--- config.mk ---
export PLATFORM = sky130hd
export DESIGN_NAME = sf_camera_frame_writer
export DESIGN_NICKNAME = d
export VERILOG_FILES = /design/src/rtl/sf_camera_frame_writer.sv
export SDC_FILE = /design/constraint.sdc
export NUM_CORES = 1
export LEC_CHECK = 0
export ABC_AREA = 0
export CAP_MARGIN = 30
export CORE_UTILIZATION = 52
export CTS_BUF_LIST = sky130_fd_sc_hd__clkbuf_8
export DETAILED_ROUTE_END_ITERATION = 6
export PLACE_DENSITY = 0.84
export SYNTH_ARGS = -nofsm -noshare
export SYNTH_HDL_FRONTEND = slang
export SYNTH_SLANG_ARGS = --single-unit
--- constraint.sdc ---
create_clock -name clk -period 7.2 [get_ports clk]
set_input_delay 1.44 -clock clk [delete_from_list [all_inputs] [get_ports clk]]
set_output_delay 1.44 -clock clk [all_outputs]
set_load 0.005 [all_outputs]
--- src/rtl/sf_camera_frame_writer.sv ---
// Drains filled ping-pong FIFO buffers into a memory frame buffer, one single-beat
// Wishbone write per 32-bit word, wrapping the address and pulsing done at each frame end.
module sf_camera_frame_writer #(
  parameter int unsigned ADDR_WIDTH  = 32,
  parameter int unsigned COUNT_WIDTH = 24
) (
  input  logic                   clk,
  input  logic                   rst,
  input  logic                   i_enable,
  input  logic [ADDR_WIDTH-1:0]  i_frame_base,
  input  logic [COUNT_WIDTH-1:0] i_frame_words,
  output logic                   o_busy,
  output logic                   o_frame_done,
  output logic [31:0]            o_frame_count,
  output logic [COUNT_WIDTH-1:0] o_word_count,
  input  logic                   i_rfifo_ready,
  output logic                   o_rfifo_activate,
  output logic                   o_rfifo_strobe,
  input  logic [31:0]            i_rfifo_data,
  input  logic [COUNT_WIDTH-1:0] i_rfifo_size,
  output logic                   o_mem_cyc,
  output logic                   o_mem_stb,
  output logic                   o_mem_we,
  output logic [3:0]             o_mem_sel,
  output logic [ADDR_WIDTH-1:0]  o_mem_adr,
  output logic [31:0]            o_mem_dat,
  input  logic                   i_mem_ack
);

  localparam logic [2:0] ST_IDLE     = 3'd0;
  localparam logic [2:0] ST_ACTIVATE = 3'd1;
  localparam logic [2:0] ST_LOAD     = 3'd2;
  localparam logic [2:0] ST_WRITE    = 3'd3;
  localparam logic [2:0] ST_RELEASE  = 3'd4;

  logic [2:0]             r_state;
  logic [COUNT_WIDTH-1:0] r_remaining;
  logic [COUNT_WIDTH-1:0] r_frame_words;

  logic [COUNT_WIDTH-1:0] w_word_count_inc;
  logic                   w_last_word;
  logic [ADDR_WIDTH-1:0]  w_adr_next;

  assign w_word_count_inc = o_word_count + 1'b1;
  // Frame length is the value captured at frame start; zero means the frame never ends.
  assign w_last_word      = (r_frame_words != '0) && (w_word_count_inc == r_frame_words);
  assign w_adr_next       = o_mem_adr + ADDR_WIDTH'(4);
  assign o_busy           = (r_state != ST_IDLE);

  always_ff @(posedge clk or posedge rst) begin
    if (rst) begin
      r_state          <= ST_IDLE;
      r_remaining      <= '0;
      r_frame_words    <= '0;
      o_frame_done     <= 1'b0;
      o_frame_count    <= '0;
      o_word_count     <= '0;
      o_rfifo_activate <= 1'b0;
      o_rfifo_strobe   <= 1'b0;
      o_mem_cyc        <= 1'b0;
      o_mem_stb        <= 1'b0;
      o_mem_we         <= 1'b0;
      o_mem_sel        <= 4'h0;
      o_mem_adr        <= '0;
      o_mem_dat        <= '0;
    end else begin
      o_rfifo_strobe <= 1'b0;
      o_frame_done   <= 1'b0;
      case (r_state)
        ST_IDLE: begin
          if (o_word_count == '0) begin
            o_mem_adr     <= i_frame_base;
            r_frame_words <= i_frame_words;
          end
          if (i_enable && i_rfifo_ready && !o_rfifo_activate) begin
            o_rfifo_activate <= 1'b1;
            r_state          <= ST_ACTIVATE;
          end
        end
        ST_ACTIVATE: begin
          r_remaining <= i_rfifo_size;
          r_state     <= ST_LOAD;
        end
        ST_LOAD: begin
          if (r_remaining == '0) begin
            r_state <= ST_RELEASE;
          end else begin
            o_mem_dat      <= i_rfifo_data;
            o_rfifo_strobe <= 1'b1;
            r_remaining    <= r_remaining - 1'b1;
            o_mem_cyc      <= 1'b1;
            o_mem_stb      <= 1'b1;
            o_mem_we       <= 1'b1;
            o_mem_sel      <= 4'hF;
            r_state        <= ST_WRITE;
          end
        end
        ST_WRITE: begin
          if (i_mem_ack) begin
            o_mem_cyc <= 1'b0;
            o_mem_stb <= 1'b0;
            o_mem_we  <= 1'b0;
            if (w_last_word) begin
              // Next word becomes word 0 of a fresh frame with freshly sampled geometry.
              o_frame_done  <= 1'b1;
              o_frame_count <= o_frame_count + 32'd1;
              o_word_count  <= '0;
              o_mem_adr     <= i_frame_base;
              r_frame_words <= i_frame_words;
            end else begin
              o_word_count <= w_word_count_inc;
              o_mem_adr    <= w_adr_next;
            end
            r_state <= ST_LOAD;
          end
        end
        ST_RELEASE: begin
          o_rfifo_activate <= 1'b0;
          r_state          <= ST_IDLE;
        end
        default: r_state <= ST_IDLE;
      endcase
    end
  end

endmodule

==> results of run 1 <==
[Yosys cell counts (all sizes together) (29+ instances only)]
library cell | number | area, µm²
clkbuf | 53 | 199
nor4 | 30 | 234
nand4 | 29 | 203
o21ai | 65 | 325
nor3 | 47 | 255
nand3 | 68 | 350
xnor2 | 34 | 298
nand2 | 192 | 721
dfrtp | 176 | 4400
buf | 31 | 185
nor2 | 61 | 231
a21oi | 53 | 277
o211ai | 30 | 225
[how the worst max path moves through the flow]
stage	endpoint	slack, ps	cells past startpoint
global route	r_frame_words[21]	2730	10
detailed placement	r_frame_words[19]	3050	10
floorplan	o_frame_count[0]	990	1
finish	r_frame_words[19]	3000	10
global placement	r_frame_words[20]	3120	10
CTS	r_frame_words[19]	3020	10
[kinds of logic after synthesis]
family	after synthesis
xor gates and xnor gates	61
adders and majority gates	6
and+or+nand+nor	508
DFF	176
muxes	39
AOI/OAI and AO/OA	232
buffers and inverters	111
[cell type report]
class | count | area (µm²) | share of cell area
Clock buffer | 20 | 275 | 0.0213
Clock inverter | 12 | 126 | 0.00979
Inverter | 27 | 106 | 0.00824
Multi-Input combinational cell | 846 | 5110 | 0.396
Sequential cell | 176 | 4400 | 0.341
Tap cell | 234 | 293 | 0.0227
Timing Repair Buffer | 262 | 2600 | 0.201
[worst min-delay path, delay by kind of cell, from the launching register on]
family | cells | cell delay (ps)
DFF | 1 | 350
and+or+nand+nor | 2 | 100
[flip-flops by register name, summed over array words and instances (netlist names)]
signal,cells
r_frame_words,24
o_mem_adr,32
o_frame_count,32
r_remaining,24
o_mem_dat,32
o_rfifo_activate,1
o_word_count,24
o_mem_sel,1
o_mem_we,1
r_state,3
o_rfifo_strobe,1
o_frame_done,1
[per-stage QoR]
step	setup slack, ps	hold WS [ps]	instances	power [mW]	utilization
2_1_floorplan	986	461	1133	2.71	-
3_3_place_gp	3120	457	1544	3.45	0.666
3_5_place_dp	3050	461	1545	3.52	0.667
4_1_cts	3020	485	1577	4.24	0.688
5_1_grt	2730	497	1577	4.52	0.688
6_report	3000	481	1577	4.23	0.688
[layer usage]
layer,GRT usage,vias to the layer above
met5,0,-
met4,0.123,2
met3,0.0786,67
met2,0.495,439
met1,0.389,4581
li1,-,4464
[where the power goes]
part | internal (mW) | switching (mW) | total, mW
Clock | 0.311 | 0.398 | 0.709
Sequential | 1.32 | 0.382 | 1.70
Combinational | 0.893 | 0.928 | 1.82
==> out/results.txt, run 1 <==
Hold path cells - 2
Die area - 0.0198 mm²
Worst-path clk slew - 100 ps
Leakage - 5.23 nW
Final TNS setup - 0 ps
Worst Hold Endpoint - o_mem_dat[14]
Worst rel slew slack - 0.363
Post-cts resize count - 0
Met1 WL - 12100 µm
DR WL met2 - 14000 µm
Status - finished clean
Slowest stage cell, crit path - a21oi_4
CP Launch Type - flop
First-pass GRT wire length - 47400 µm
Post-synthesis mux area share - 0.0425
# DRC - 0
TritonCTS clock tree - done
Synth Area in Adders - 0.00752
Tmin final - 4200 ps
Drt pass-1 iters - 7
Layout cells sized above 1 - 0.0611
Mean post-synth cell area - 8.81 µm²
H-tree levels - 4
CP cell instances - ha_1, nand4_2, nor4_1, nand3_1, a2111o_1, nor4_2, buf_4, nand2_2, a21oi_4, mux2_2
Clock skew after layout - 15.8 ps
Largest family of logic cells by synthesized area - simple AND/OR/NAND/NOR gates
Post-Syn Nets - 1256
CTS Root Cell - clkbuf_8
Via count - 9553
Total track usage - 0.305
Top sig layer - met5
GPL Wtd Cong - 0.897
Cell Pwr Density - 328 mW/mm²
Remaining Overflow, GRT - 0
Ys Warns - 0
Crit path required time - 7560 ps
Sequential element share of the synthesized area - 0.441
Vias per cell - 6.06
VDD IR-drop max - 0.212 mV
Post-synth EDFFs - 0
Hold WC Path Type - reg2reg
Layout area overhead - 29.4%
Dpl hpwl - 20700 µm
Initial antenna violation count - 1
Crit-path max cell delay - 700 ps
Ys flop type - dfrtp_1
Initial DRC Count - 737
Chip width - 141 µm
Initial Util - 0.532
Worst slew pin tran - 954 ps
Max-slew violations - 0
Core ar. - 0.0188 mm²
Hold_buf cts - 0
Post-Synth XOR/XNOR Area - 0.0535
Worst-Skew Late Latency - 480 ps
Synth Cell Area - 0.00998 mm²
Antenna cells - 0
Fillers - 1521
Most frequent cells in the layout - 247 x clkdlybuf4s50_1, 191 x nand2_1, 176 x dfrtp_1, 66 x nand3_1, 64 x o21ai_0
I/O Buffers - 247
Ys async rst share - 1.00
Setup violators final - 0
Buf/Inv on CP - 1
Final Instance Area - 0.0129 mm²
Tcrit/Tclk final - 0.584
Commonest non-fill, non-tap cell in the layout - clkdlybuf4s50_1
Nets - 1453
Final hold vios - 0
Fmax - 238 MHz
WS Path Type - reg2reg
Distinct cells, synth - 74
Crit path DAT - 4570 ps
Vias in the first global route - 9105
Routed length per instance - 18.7 µm
Largest net degree at the start of global routing - 88
Min-delay src - o_mem_dat[14]
R2R cell count - 10
Synthesis-stage register bit count - 176
Reg2reg end - r_frame_words[19]
Worst path top cell family by delay - simple AND/OR/NAND/NOR gates
RSZ-0062 raised after global routing - no
Final ANT Viol Nets - 0
Max Cap Viol - 0
Routed WL - 29400 µm
CTS Buf Count - 17
Std-Cell Rows - 50
Metal3 WL - 2410 µm
Sink Count - 176
R2R Path Start - o_word_count[0]
Setup crit start - o_word_count[0]
CTS Buffer Depth - 2
Crit Path Max Fanout - 27
Cells after Synth - 1133
Placed cell areas - 0.0125 mm²
Setup bufs post-CTS - 0
Synth Area in Simple Gates - 0.256
Area fraction in compound gates after synthesis - 0.151
R2R setup slack - 3000 ps
Die height - 141 µm
Crit end category - flop
IO Pins - 248
Note: power is estimated with default switching activity, not from simulation.
==> run 2: changes to the inputs <==
Clock period 7.2 ns to 4.21 ns, I/O delays scaled along.
==> run 2 against run 1 <==
  * Die area is the same
  * Worst setup slack worse by 2700 ps
  * Worst hold slack got worse by 6.8 ps
  * Clock-buffer cell count decreased by 2
  * Global-route usage down 0.22 points
  * Critical path type unchanged
  * Sequential power rose by 71%
  * Non-clock buffer count increased by 12
  * Final cell count grew 0.70%
  * Power is 73% higher
  * Via count increased by 2.7%
  * Final area increased by 1.0%
==> out/results.txt, run 2 (synthesis results as in run 1) <==
CTS Buf Count - 17 (unchanged)
Sink Count - 176 (unchanged)
VDD IR-drop max - 0.329 mV (+55%)
Met1 Track Usage GR - 0.383 (-0.00558)
Via count - 9813 (+2.7%)
Largest net degree at the start of global routing - 177 (+100%)
Most frequent cells in the layout - 247 x clkdlybuf4s50_1, 191 x nand2_1, 176 x dfrtp_1, 66 x nand3_1, 64 x o21ai_0
Setup violators final - 0 (unchanged)
Worst-path clk slew - 100 ps (about the same)
Worst slew pin tran - 1030 ps (+73.8 ps)
Hold_buf cts - 0 (unchanged)
Power, Total - 7.31 mW (+73%)
IO Pins - 248 (unchanged)
Initial Util - 0.532 (unchanged)
Flop pwr share - 0.398 (-0.004)
Post-Place Worst Slack - 418 ps (-2630 ps)
Crit Path Max Fanout - 65 (+140%)
Drt pass-1 iters - 5 (-2)
Vias in the first global route - 9459 (+3.9%)
Routing usage on met2 - 0.491 (-0.00368)
WS Path Type - reg2reg
GPL Wtd Cong - 0.947 (+5.5%)
Post-route setup slack - 301 ps (-2690 ps)
Comb power frac - 0.433 (+0.002)
Tcrit/Tclk final - 0.928 (+0.345)
Clk pwr share - 0.169 (about the same)
Final hold vios - 0 (unchanged)
Cell Pwr Density - 560 mW/mm² (+71%)
Antenna cells - 0 (unchanged)
# DRC - 0 (unchanged)
Max-slew violations - 0 (unchanged)
Max Cap Viol - 0 (unchanged)
Leakage - 5.31 nW (+1.4%)
Core ar. - 0.0188 mm² (unchanged)
Net Sw Frac - 0.402 (-0.00136)
Routed WL - 29500 µm (+0.38%)
First-pass GRT wire length - 47600 µm (+0.41%)
Setup bufs post-CTS - 0 (unchanged)
Worst-Skew Late Latency - 460 ps (-20 ps)
Post-cts resize count - 0 (unchanged)
Min-delay src - o_frame_count[31]
Die area - 0.0198 mm² (unchanged)
Dpl hpwl - 20500 µm (-0.98%)
GRT Max-Usage Layer - met2
Vias per cell - 6.18 (+2.0%)
Switching pwr - 2.94 mW (+72%)
H-tree levels - 4 (unchanged)
R2R cell count - 10 (unchanged)
Initial antenna violation count - 1 (unchanged)
Hold WC Path Type - reg2reg
Fmax - 256 MHz (+7.6%)
Biggest regs - o_frame_count: 32 flops, o_mem_adr: 32 flops, o_mem_dat: 32 flops
Crit path DAT - 4250 ps (-320 ps)
Worst rel slew slack - 0.315 (-0.0485)
CP Launch Type - flop
R2R Path Start - o_word_count[1]
Crit end category - flop
Status - finished clean
Commonest non-fill, non-tap cell in the layout - clkdlybuf4s50_1
TritonCTS clock tree - done
RSZ-0062 raised after global routing - no
Die height - 141 µm (unchanged)
Crit path required time - 4550 ps (-3010 ps)
Chip width - 141 µm (unchanged)
CTS Root Cell - clkbuf_8
Setup crit start - o_word_count[1]
CTS Buffer Depth - 2 (unchanged)
Layout cells sized above 1 - 0.0687 (+0.00763)
Routed length per instance - 18.6 µm (-0.32%)
Hold path cells - 1 (-1)
Routing usage on met3 - 0.0803 (+0.00171)
Tmin final - 3910 ps (-295 ps)
Internal cell power - 4.37 mW (+73%)
Final ANT Viol Nets - 0 (unchanged)
Clock skew after layout - 20.3 ps (+4.42 ps)
Initial DRC Count - 848 (+15%)
Std-Cell Rows - 50 (unchanged)
I/O Buffers - 247 (unchanged)
Nets - 1465 (+0.83%)
Remaining Overflow, GRT - 0 (unchanged)
Final TNS setup - 0 ps (unchanged)
Layout area overhead - 30.7%
Total track usage - 0.302 (-0.00217)
[run 2: per-stage QoR]
stage	std cells	hold slack [ps]	utilization	area [µm²]
final	1588	474	0.695	13000
after global routing	1588	498	0.695	13000
after CTS	1588	475	0.695	13000
after detailed placement	1557	459	0.674	12600
after global placement	1556	455	0.672	12600
after floorplan	1133	461	-	9980
[run 2: path summary, 6_finish.rpt]
path                                      to  slack (ps)
setup / recovery            o_frame_count[1]         300
max in group asynchronous  o_frame_count[28]        2470
hold / removal             o_frame_count[31]         470
hold reg to reg            o_frame_count[31]         470
min in group asynchronous       o_mem_dat[6]         900
setup reg to reg            o_frame_count[1]         300
[run 2: area by class of cell]
| type | instances | area [µm²] |
|---|---|---|
| Clock inverter | 13 | 153 |
| Multi-Input combinational cell | 846 | 5110 |
| Timing Repair Buffer | 274 | 2730 |
| Tap cell | 234 | 293 |
| Inverter | 27 | 105 |
| Sequential cell | 176 | 4400 |
| Clock buffer | 18 | 248 |
| Fill cell | 1473 | 5720 |
[run 2: power groups by stage]
| stage | Combinational, mW | Sequential, mW | Clock (mW) |
|---|---|---|---|
| finish | 3.17 | 2.91 | 1.23 |
| global route | 3.48 | 2.98 | 1.31 |
| CTS | 3.16 | 2.89 | 1.24 |
| detailed placement | 3.15 | 2.91 | 0 |
| global placement | 3.02 | 2.89 | 0 |
| floorplan | 1.89 | 2.75 | 0 |
[run 2: layer usage]
layer | vias to the layer above | part of all wire
met5 | - | 0
met4 | 0 | 0.035
met3 | 95 | 0.092
met2 | 511 | 0.47
met1 | 4717 | 0.41
li1 | 4490 | -
[run 2: critical path, stage by stage, from the launching register on]
cell,delay (ps)
dfrtp_1,490
ha_1,380
nand4_2,230
or3_4,460
a2111o_1,350
a211o_1,300
nor4_2,570
nand2_2,190
buf_12,250
nor2_2,180
mux2_2,350
==> run 3: changes to the inputs <==
Settings changed: PLACE_DENSITY 0.84 to 0.82.
==> run 3 against run 2 <==
  * Worst hold slack better by 3.5 ps
  * First-iteration DRC count down 2.1%
  * Clock power about the same
  * Combinational power about the same
  * Critical path depth up 1
  * Sequential share of layout area up 0.071 points
  * Flip-flop and latch count unchanged
  * Sequential power about the same
  * Maximum frequency up 3.5%
  * Clock-buffer cell count down 1
  * Via count down 2.2%
  * Critical path type unchanged
  * Clock skew down 6.2 ps
==> out/results.txt, run 3 (synthesis results as in run 1) <==
Post-route setup slack - 435 ps (+134 ps)
I/O Buffers - 247 (unchanged)
Sink Count - 176 (unchanged)
Max-slew violations - 0 (unchanged)
First-pass GRT wire length - 46800 µm (-1.6%)
Largest net degree at the start of global routing - 177 (unchanged)
Max Cap Viol - 0 (unchanged)
TritonCTS clock tree - done
VDD IR-drop max - 0.333 mV (+1.1%)
Crit path required time - 4590 ps (+40 ps)
Worst-Skew Late Latency - 480 ps (+20 ps)
Std-Cell Rows - 50 (unchanged)
Finished Core Util - 0.694 (-0.00147)
Biggest regs - o_frame_count: 32 flops, o_mem_adr: 32 flops, o_mem_dat: 32 flops
CP Launch Type - flop
Layout area overhead - 30.4%
Crit end category - flop
Final TNS setup - 0 ps (unchanged)
Total track usage - 0.300 (-0.00280)
Most frequent cells in the layout - 247 x clkdlybuf4s50_1, 191 x nand2_1, 176 x dfrtp_1, 66 x nand3_1, 64 x o21ai_0
Initial antenna violation count - 1 (unchanged)
Hold WC Path Type - reg2reg
Die area - 0.0198 mm² (unchanged)
Initial DRC Count - 830 (-2.1%)
Drt pass-1 iters - 5 (unchanged)
Routed WL - 29000 µm (-1.9%)
CTS Buffer Depth - 2 (unchanged)
Worst-path clk slew - 100 ps (about the same)
Routed length per instance - 18.2 µm (-2.0%)
Via count - 9593 (-2.2%)
Dpl hpwl - 20100 µm (-1.6%)
WS Path Type - reg2reg
Cell Pwr Density - 560 mW/mm² (-0.13%)
Setup violators final - 0 (unchanged)
Clock skew after layout - 14.1 ps (-6.19 ps)
Worst rel slew slack - 0.331 (+0.0158)
IO Pins - 248 (unchanged)
Tmin final - 3770 ps (-134 ps)
Tcrit/Tclk final - 0.897 (-0.0318)
Crit-path max cell delay - 490 ps (-80 ps)
Final ANT Viol Nets - 0 (unchanged)
Crit path DAT - 4150 ps (-100 ps)
# DRC - 0 (unchanged)
Worst slew pin tran - 1000 ps (-23.7 ps)
Initial Util - 0.532 (unchanged)
Setup bufs post-CTS - 0 (unchanged)
CTS Root Cell - clkbuf_8
Remaining Overflow, GRT - 0 (unchanged)
Post-cts resize count - 0 (unchanged)
Status - finished clean
Layout cells sized above 1 - 0.0694 (+0.000687)
Final hold vios - 0 (unchanged)
Vias per cell - 6.04 (-2.3%)
CP cell instances - ha_1, nand4_2, nor4_1, buf_4, nand3_1, a2111o_1, nor4_2, nand2_2, buf_12, nor2_2, mux2_2
Slowest stage cell, crit path - nor4_2
Hold_buf cts - 0 (unchanged)
H-tree levels - 4 (unchanged)
Fmax - 265 MHz (+3.5%)
Leakage - 5.30 nW (-0.15%)
Crit Path Max Fanout - 65 (unchanged)
Die height - 141 µm (unchanged)
RSZ-0062 raised after global routing - no
Commonest non-fill, non-tap cell in the layout - clkdlybuf4s50_1
Post-Place Worst Slack - 512 ps (+93.6 ps)
Antenna cells - 0 (unchanged)
CTS Buf Count - 17 (unchanged)
Vias in the first global route - 9228 (-2.4%)
Final Instance Area - 0.0130 mm² (-0.21%)
GPL Wtd Cong - 0.972 (+2.6%)
Fillers - 1487 (+0.95%)
Core ar. - 0.0188 mm² (unchanged)
Chip width - 141 µm (unchanged)
Nets - 1465 (unchanged)
Placed cell areas - 0.0126 mm² (-0.16%)
## run 3: cell types whose count changed in the layout (fill, tap and decap cells not counted), sizes merged
cell / previous run / this run
clkbuf: 18 / 17
clkinv: 3 / 5
## run 3: final cells by class
| class | instances | area (µm²) | area share |
|---|---|---|---|
| flip-flops and latches | 176 | 4400 | 0.338 |
| repair buffers | 274 | 2710 | 0.208 |
| multi-input cells | 846 | 5110 | 0.393 |
| well taps | 234 | 293 | 0.0225 |
| inverters | 27 | 105 | 0.00807 |
| clock buffers | 17 | 234 | 0.0180 |
| clock inverters | 15 | 159 | 0.0122 |
## run 3: per-stage QoR
stage	hold WS [ps]	cells	total power, mW
2_1_floorplan	461	1133	4.64
3_3_place_gp	455	1557	5.95
4_1_cts	485	1589	7.29
3_5_place_dp	461	1557	6.05
5_1_grt	500	1589	7.78
6_report	478	1589	7.29
## run 3: layer usage
layer | vias up | track usage | share of wire
li1 | 4491 | - | -
met1 | 4555 | 0.385 | 0.41
met2 | 476 | 0.489 | 0.48
met4 | 0 | 0.120 | 0.027
met5 | - | 0 | 0
met3 | 71 | 0.0708 | 0.086
## run 3: path summary, 6_finish.rpt
kind	startpoint	slack [ps]	to	depth (start not counted)
hold / removal	o_mem_dat[7]	480	o_mem_dat[7]	2
hold reg to reg	o_mem_dat[7]	480	o_mem_dat[7]	2
setup / recovery	o_word_count[1]	440	o_frame_count[1]	11
setup reg to reg	o_word_count[1]	440	o_frame_count[1]	11
min in group asynchronous	rst	950	r_remaining[12]	3
max in group asynchronous	rst	2470	o_frame_count[24]	3
## run 3: where the power goes
group / total (mW) / leakage [nW] / internal, mW / switching [mW]
clock network: 1.23 / 0.205 / 0.537 / 0.691
logic: 3.16 / 2.96 / 1.55 / 1.61
registers: 2.90 / 2.13 / 2.25 / 0.648
## run 3: worst max-delay path, delay by kind of cell (launching register included)
family	cells	cell delay (ps)
AOI/OAI and AO/OA	1	460
adders and majority gates	1	340
and+or+nand+nor	6	1590
DFF	1	460
buffers and inverters	2	450
muxes	1	350
